$ cat src/rtl/if_stage_buf.sv
// Instruction-fetch stage: issues in-order fetch requests within a bounded
// window, tags returned data with its PC and buffers it ahead of decode.
module if_stage_buf #(
   parameter int          DEPTH    = 4,
   parameter int          MAX_OUT  = 2,
   parameter logic [31:0] RESET_PC = 32'h1C00_0000
) (
   input  logic        clk,
   input  logic        reset,
   output logic        inst_req,
   output logic [31:0] inst_addr,
   input  logic        inst_addr_ok,
   input  logic        inst_data_ok,
   input  logic [31:0] inst_rdata,
   input  logic        ex_valid,
   input  logic [31:0] ex_pc,
   input  logic        br_valid,
   input  logic [31:0] br_pc,
   input  logic        ds_allowin,
   output logic        fs2ds_valid,
   output logic [63:0] fs2ds_bus
);

   localparam int QAW = (DEPTH > 1) ? $clog2(DEPTH) : 1;
   localparam int PAW = (MAX_OUT > 1) ? $clog2(MAX_OUT) : 1;
   localparam int QCW = $clog2(DEPTH + 1);
   localparam int OCW = $clog2(MAX_OUT + 1);
   localparam int SW  = ((QCW > OCW) ? QCW : OCW) + 1;

   logic [31:0]    fetch_pc_reg;
   logic [63:0]    q_mem [DEPTH];
   logic [QAW-1:0] q_rd_ptr_reg, q_wr_ptr_reg;
   logic [QCW-1:0] q_cnt_reg, q_cnt_next;
   logic [31:0]    p_mem [MAX_OUT];
   logic [PAW-1:0] p_rd_ptr_reg, p_wr_ptr_reg;
   logic [OCW-1:0] out_cnt_reg, out_cnt_next;
   logic [OCW-1:0] cancel_cnt_reg, cancel_cnt_next;

   logic           redirect;
   logic [31:0]    redirect_pc;
   logic [OCW-1:0] live_cnt;
   logic [SW-1:0]  window_used;
   logic           addr_fire, data_fire, drop_data;
   logic           q_push, q_pop;

   assign redirect    = ex_valid | br_valid;
   assign redirect_pc = ex_valid ? ex_pc : br_pc;

   // Every live (non-cancelled) request already owns a queue slot, so the
   // queue can never be overrun by returning data.
   assign live_cnt    = out_cnt_reg - cancel_cnt_reg;
   assign window_used = SW'(q_cnt_reg) + SW'(live_cnt);

   assign inst_req  = ~reset & ~redirect
                      & (out_cnt_reg < OCW'(MAX_OUT))
                      & (window_used < SW'(DEPTH));
   assign inst_addr = fetch_pc_reg;

   assign addr_fire = inst_req & inst_addr_ok;
   assign data_fire = inst_data_ok & (out_cnt_reg != '0);
   assign drop_data = (cancel_cnt_reg != '0);
   assign q_push    = data_fire & ~drop_data & ~redirect;

   assign fs2ds_valid = ~reset & (q_cnt_reg != '0);
   assign fs2ds_bus   = fs2ds_valid ? q_mem[q_rd_ptr_reg] : 64'h0;
   assign q_pop       = fs2ds_valid & ds_allowin;

   always_comb begin
      out_cnt_next    = out_cnt_reg;
      cancel_cnt_next = cancel_cnt_reg;
      q_cnt_next      = q_cnt_reg;
      if (addr_fire)
         out_cnt_next = out_cnt_next + OCW'(1);
      if (data_fire)
         out_cnt_next = out_cnt_next - OCW'(1);
      // On redirect, whatever is still outstanding afterwards belongs to the
      // abandoned path, including requests cancelled by an earlier redirect.
      if (redirect)
         cancel_cnt_next = out_cnt_next;
      else if (data_fire && drop_data)
         cancel_cnt_next = cancel_cnt_reg - OCW'(1);
      if (redirect)
         q_cnt_next = '0;
      else if (q_push && !q_pop)
         q_cnt_next = q_cnt_reg + QCW'(1);
      else if (!q_push && q_pop)
         q_cnt_next = q_cnt_reg - QCW'(1);
   end

   always_ff @(posedge clk) begin
      if (reset) begin
         fetch_pc_reg   <= RESET_PC;
         q_rd_ptr_reg   <= '0;
         q_wr_ptr_reg   <= '0;
         q_cnt_reg      <= '0;
         p_rd_ptr_reg   <= '0;
         p_wr_ptr_reg   <= '0;
         out_cnt_reg    <= '0;
         cancel_cnt_reg <= '0;
      end else begin
         out_cnt_reg    <= out_cnt_next;
         cancel_cnt_reg <= cancel_cnt_next;
         q_cnt_reg      <= q_cnt_next;
         if (redirect)
            fetch_pc_reg <= redirect_pc;
         else if (addr_fire)
            fetch_pc_reg <= fetch_pc_reg + 32'd4;
         if (addr_fire)
            p_wr_ptr_reg <= (p_wr_ptr_reg == PAW'(MAX_OUT - 1)) ? '0 : p_wr_ptr_reg + PAW'(1);
         if (data_fire)
            p_rd_ptr_reg <= (p_rd_ptr_reg == PAW'(MAX_OUT - 1)) ? '0 : p_rd_ptr_reg + PAW'(1);
         if (redirect) begin
            q_rd_ptr_reg <= '0;
            q_wr_ptr_reg <= '0;
         end else begin
            if (q_push)
               q_wr_ptr_reg <= q_wr_ptr_reg + QAW'(1);
            if (q_pop)
               q_rd_ptr_reg <= q_rd_ptr_reg + QAW'(1);
         end
      end
   end

   // Storage needs no reset: occupancy is tracked by the counters above.
   always_ff @(posedge clk) begin
      if (!reset && addr_fire)
         p_mem[p_wr_ptr_reg] <= fetch_pc_reg;
      if (!reset && q_push)
         q_mem[q_wr_ptr_reg] <= {inst_rdata, p_mem[p_rd_ptr_reg]};
   end

endmodule

$ cat config.mk
export PLATFORM = sky130hd
export DESIGN_NAME = if_stage_buf
export DESIGN_NICKNAME = d
export VERILOG_FILES = /design/src/rtl/if_stage_buf.sv
export SDC_FILE = /design/constraint.sdc
export NUM_CORES = 1
export LEC_CHECK = 0
export CORE_AREA = 4 4 224 281
export DETAILED_ROUTE_END_ITERATION = 10
export DIE_AREA = 0 0 228 285
export GPL_TIMING_DRIVEN = 0
export PLACE_DENSITY = 0.42
export SETUP_SLACK_MARGIN = 0.15
export SLEW_MARGIN = 10
export SYNTH_ARGS = -nofsm -noshare
export SYNTH_HDL_FRONTEND = slang
export SYNTH_SLANG_ARGS = --single-unit
$ cat constraint.sdc
create_clock -name clk -period 8.7 [get_ports clk]
set_input_delay 2.175 -clock clk [delete_from_list [all_inputs] [get_ports clk]]
set_output_delay 2.175 -clock clk [all_outputs]
set_load 0.005 [all_outputs]
==> results.py <==
metrics = {
    "outcome": {
        "outcome": "finished, final reports clean",
    },
    "yosys": {
        "synthArstFlopShare": 0,
        "avgSynthCellArea_um2": 17.1,
        "synth.most_common_cell": "edfxtp_1",
        "yosysTopAreaCell": "edfxtp_1",
        "synth_edf_count": 320,
        "synth_cells": 874,
        "synth_area_mm2": 0.0149,
        "synthTopCellsByArea": "edfxtp_1, mux4_2, dfxtp_1",
        "synth_flop_cell": "edfxtp_1",
        "synth_common_cells": "edfxtp_1, and2_1, mux4_2",
        "ys_warn_count": 0,
        "synth_top_area_share": 0.644,
        "synth_nets": 988,
        "synth_seq_cells": 368,
        "synth.distinct_cells": 58,
        "ys_seq_area_frac": 0.709,
    },
    "die": {
        "die_h_um": 285,
        "io_pins": 201,
        "core_area_mm2": 0.0603,
        "row_count": 101,
        "die_area_mm2": 0.0650,
        "die_w_um": 228,
        "start_util": 0.247,
    },
    "drt": {
        "wl_per_cell_um": 22.1,
        "num_vias": 8627,
        "drt_iter0_markers": 513,
        "ant_nets": 0,
        "drc_errors": 0,
        "wl_mm": 42.5,
        "vias_per_cell": 4.48,
        "first_pass_iters": 5,
    },
    "timing": {
        "worstMarginPinSlew_ns": 0.921,
        "fin_setup_tns_ns": 0,
        "rsz0062_at_grt": "false",
        "period_share": 0.843,
        "slew_headroom": 0.386,
        "period_minus_slack_ns": 7.33,
        "maxSlewViolCount": 0,
        "max_freq_ghz": 0.136,
        "hold_violations": 0,
        "hold_slack_ns": 0.491,
        "finClkSkew_ns": 0.0239,
        "setup_viol": 0,
    },
    "setup_path": {
        "slowest_delay_ns": 0.65,
        "crit_chain": "clkdlybuf4s50_1 > nor2_1 > clkbuf_1 > clkbuf_1 > and2_1 > clkdlybuf4s50_1",
        "cp-end-kind": "primary output",
        "start_kind": "input pin",
        "arrival_ns": 5.16,
        "cpLargestDelayFamily": "buffers and inverters",
        "critPathBufInv": 4,
        "cp_slowest_cell": "clkbuf_1",
        "critPathKind": "in -> out",
        "path_max_fanout": 10,
        "worstPathRequired_ns": 6.53,
    },
    "global_route": {
        "grt_max_degree": 41,
        "grt_pass1_vias": 9373,
        "use_met1": 0.158,
        "antenna_found_initial": 1,
        "overflow": 0,
        "grt_pass1_wl_mm": 63.7,
        "grt_most_used_layer": "met2",
        "grtUsageTotal": 0.130,
        "use_met2": 0.224,
        "met3_usage": 0.0366,
    },
    "pwr": {
        "combPwrFrac": 0.095,
        "powerDensity_mw_per_mm2": 212,
        "vdd_drop_max_mv": 0.105,
        "pwr-share-seq": 0.496,
        "p_int_uw": 3150,
        "switching_share": 0.232,
        "switching_power_uw": 952,
        "power_frac_clock": 0.409,
        "power.leakage_uw": 0.00601,
    },
    "clocking": {
        "clkSlewWorstSetupHoldPaths_ns": 0.06,
        "root_buffer": "clkbuf_16",
        "clock_path_buffers": 3,
        "cts_tree": "built",
        "cts_sinks": 368,
        "cts_buffers": 41,
        "ctsResizeCount": 0,
        "post_cts_buffers": 0,
        "insertion_delay_ns": 0.56,
        "cts_hold_buffers": 0,
        "h-tree-depth": 2,
    },
    "placed_design": {
        "dpl.cell_count": 1852,
        "dp_hpwl_mm": 28.7,
        "port-buffer-count": 200,
        "gp_congestion": 0.800,
    },
    "cells_and_area": {
        "largest_register": "q_mem",
        "layout.cells.non_filler": 1926,
        "syn_to_final_growth_pct": 29.5,
        "fin_nets": 1237,
        "largest_register_ffs": 256,
        "register_area_mm2": 0.0106,
        "insertedDiodeCount": 0,
        "drive_above_1_share": 0.164,
        "fill_cells": 5943,
        "multi_input_area_mm2": 0.00411,
    },
    "min_path": {
        "min_path_type": "reg -> reg",
    },
    "job": {
        "max-cap-violations": 0,
    },
}
==> routing by layer <==
layer  vias up  part of all wire
li1       3976                 -
met1      4339              0.42
met2       244              0.49
met3        66             0.063
met4         2             0.028
met5         -           0.00040
==> metrics by stage <==
step	setup slack [ns]	power [uW]	util	cell area (um2)
after floorplan	3.58	2270	-	14900
after global placement	1.03	2460	0.297	17900
after global routing	0.968	4280	0.321	19300
final	1.37	4100	0.321	19300
after CTS	1.03	4170	0.321	19300
after detailed placement	1.04	2470	0.300	18100
==> worst paths after layout <==
| kind | startpoint | cells past startpoint | to | slack [ns] |
|---|---|---|---|---|
| worst max-delay path | reset | 6 | fs2ds_bus[39] | 1.37 |
| worst min-delay path | inst_addr[0]$_SDFFE_PP0P_ | 0 | p_mem[1][0]$_DFFE_PP_ | 0.49 |
| worst max register to register | out_cnt_reg[0]$_SDFF_PP0_ | 10 | p_mem[1][17]$_DFFE_PP_ | 5.47 |
| worst min register to register | inst_addr[0]$_SDFFE_PP0P_ | 0 | p_mem[1][0]$_DFFE_PP_ | 0.49 |
==> kinds of logic (layout without fill, tap and decap cells) <==
| logic type | count (synthesis) | count (layout) | synth area share |
|---|---|---|---|
| adder cells (fa/ha/maj) | 11 | 11 | 0.00973 |
| multiplexers | 103 | 103 | 0.126 |
| flip-flops | 368 | 368 | 0.709 |
| AND/OR/NAND/NOR | 208 | 208 | 0.0803 |
| XOR/XNOR | 22 | 22 | 0.0129 |
| AO/OA/AOI/OAI | 99 | 99 | 0.0457 |
| buffers and inverters | 63 | 343 | 0.0171 |
==> final cells by class <==
class | instances | area share
clock buffers | 55 | 0.0563
multi-input cells | 443 | 0.213
plain buffers | 50 | 0.0107
inverters | 13 | 0.00252
repair buffers | 206 | 0.111
clock inverters | 19 | 0.00945
well taps | 772 | 0.0500
flip-flops and latches | 368 | 0.547
==> power groups by stage <==
stage / clock, uW / combinational [uW] / sequential (uW)
5_1_grt: 1810 / 430 / 2040
2_1_floorplan: 0 / 216 / 2060
3_5_place_dp: 0 / 395 / 2070
6_report: 1680 / 388 / 2030
3_3_place_gp: 0 / 385 / 2070
4_1_cts: 1740 / 398 / 2030
==> worst register-to-register path, delay by kind of cell, from the launching register on <==
kind | cells | cell delay, ns
XOR/XNOR | 2 | 0.30
flip-flops | 1 | 0.40
adder cells (fa/ha/maj) | 2 | 0.45
buffers and inverters | 3 | 0.72
AND/OR/NAND/NOR | 3 | 1.02
==> cell usage in the layout (no fill, tap or decap), drive strengths merged, types with 4 or more instances in the layout <==
master           n
xnor2           16
nand3           17
clkinv          11
a21oi           24
nand4            5
nor3            14
and2            69
dfxtp           48
edfxtp         320
inv             16
buf             20
mux2i            5
ha              10
and3             9
xor2             6
a211oi           9
o311ai           4
a22oi           11
nor4            15
clkdlybuf4s50  200
mux2            34
nor2            30
nand2           31
and4             4
o41ai            5
clkbuf          91
mux4            64
o22ai           11
o21ai           10
(Power assumes the default switching activity.)
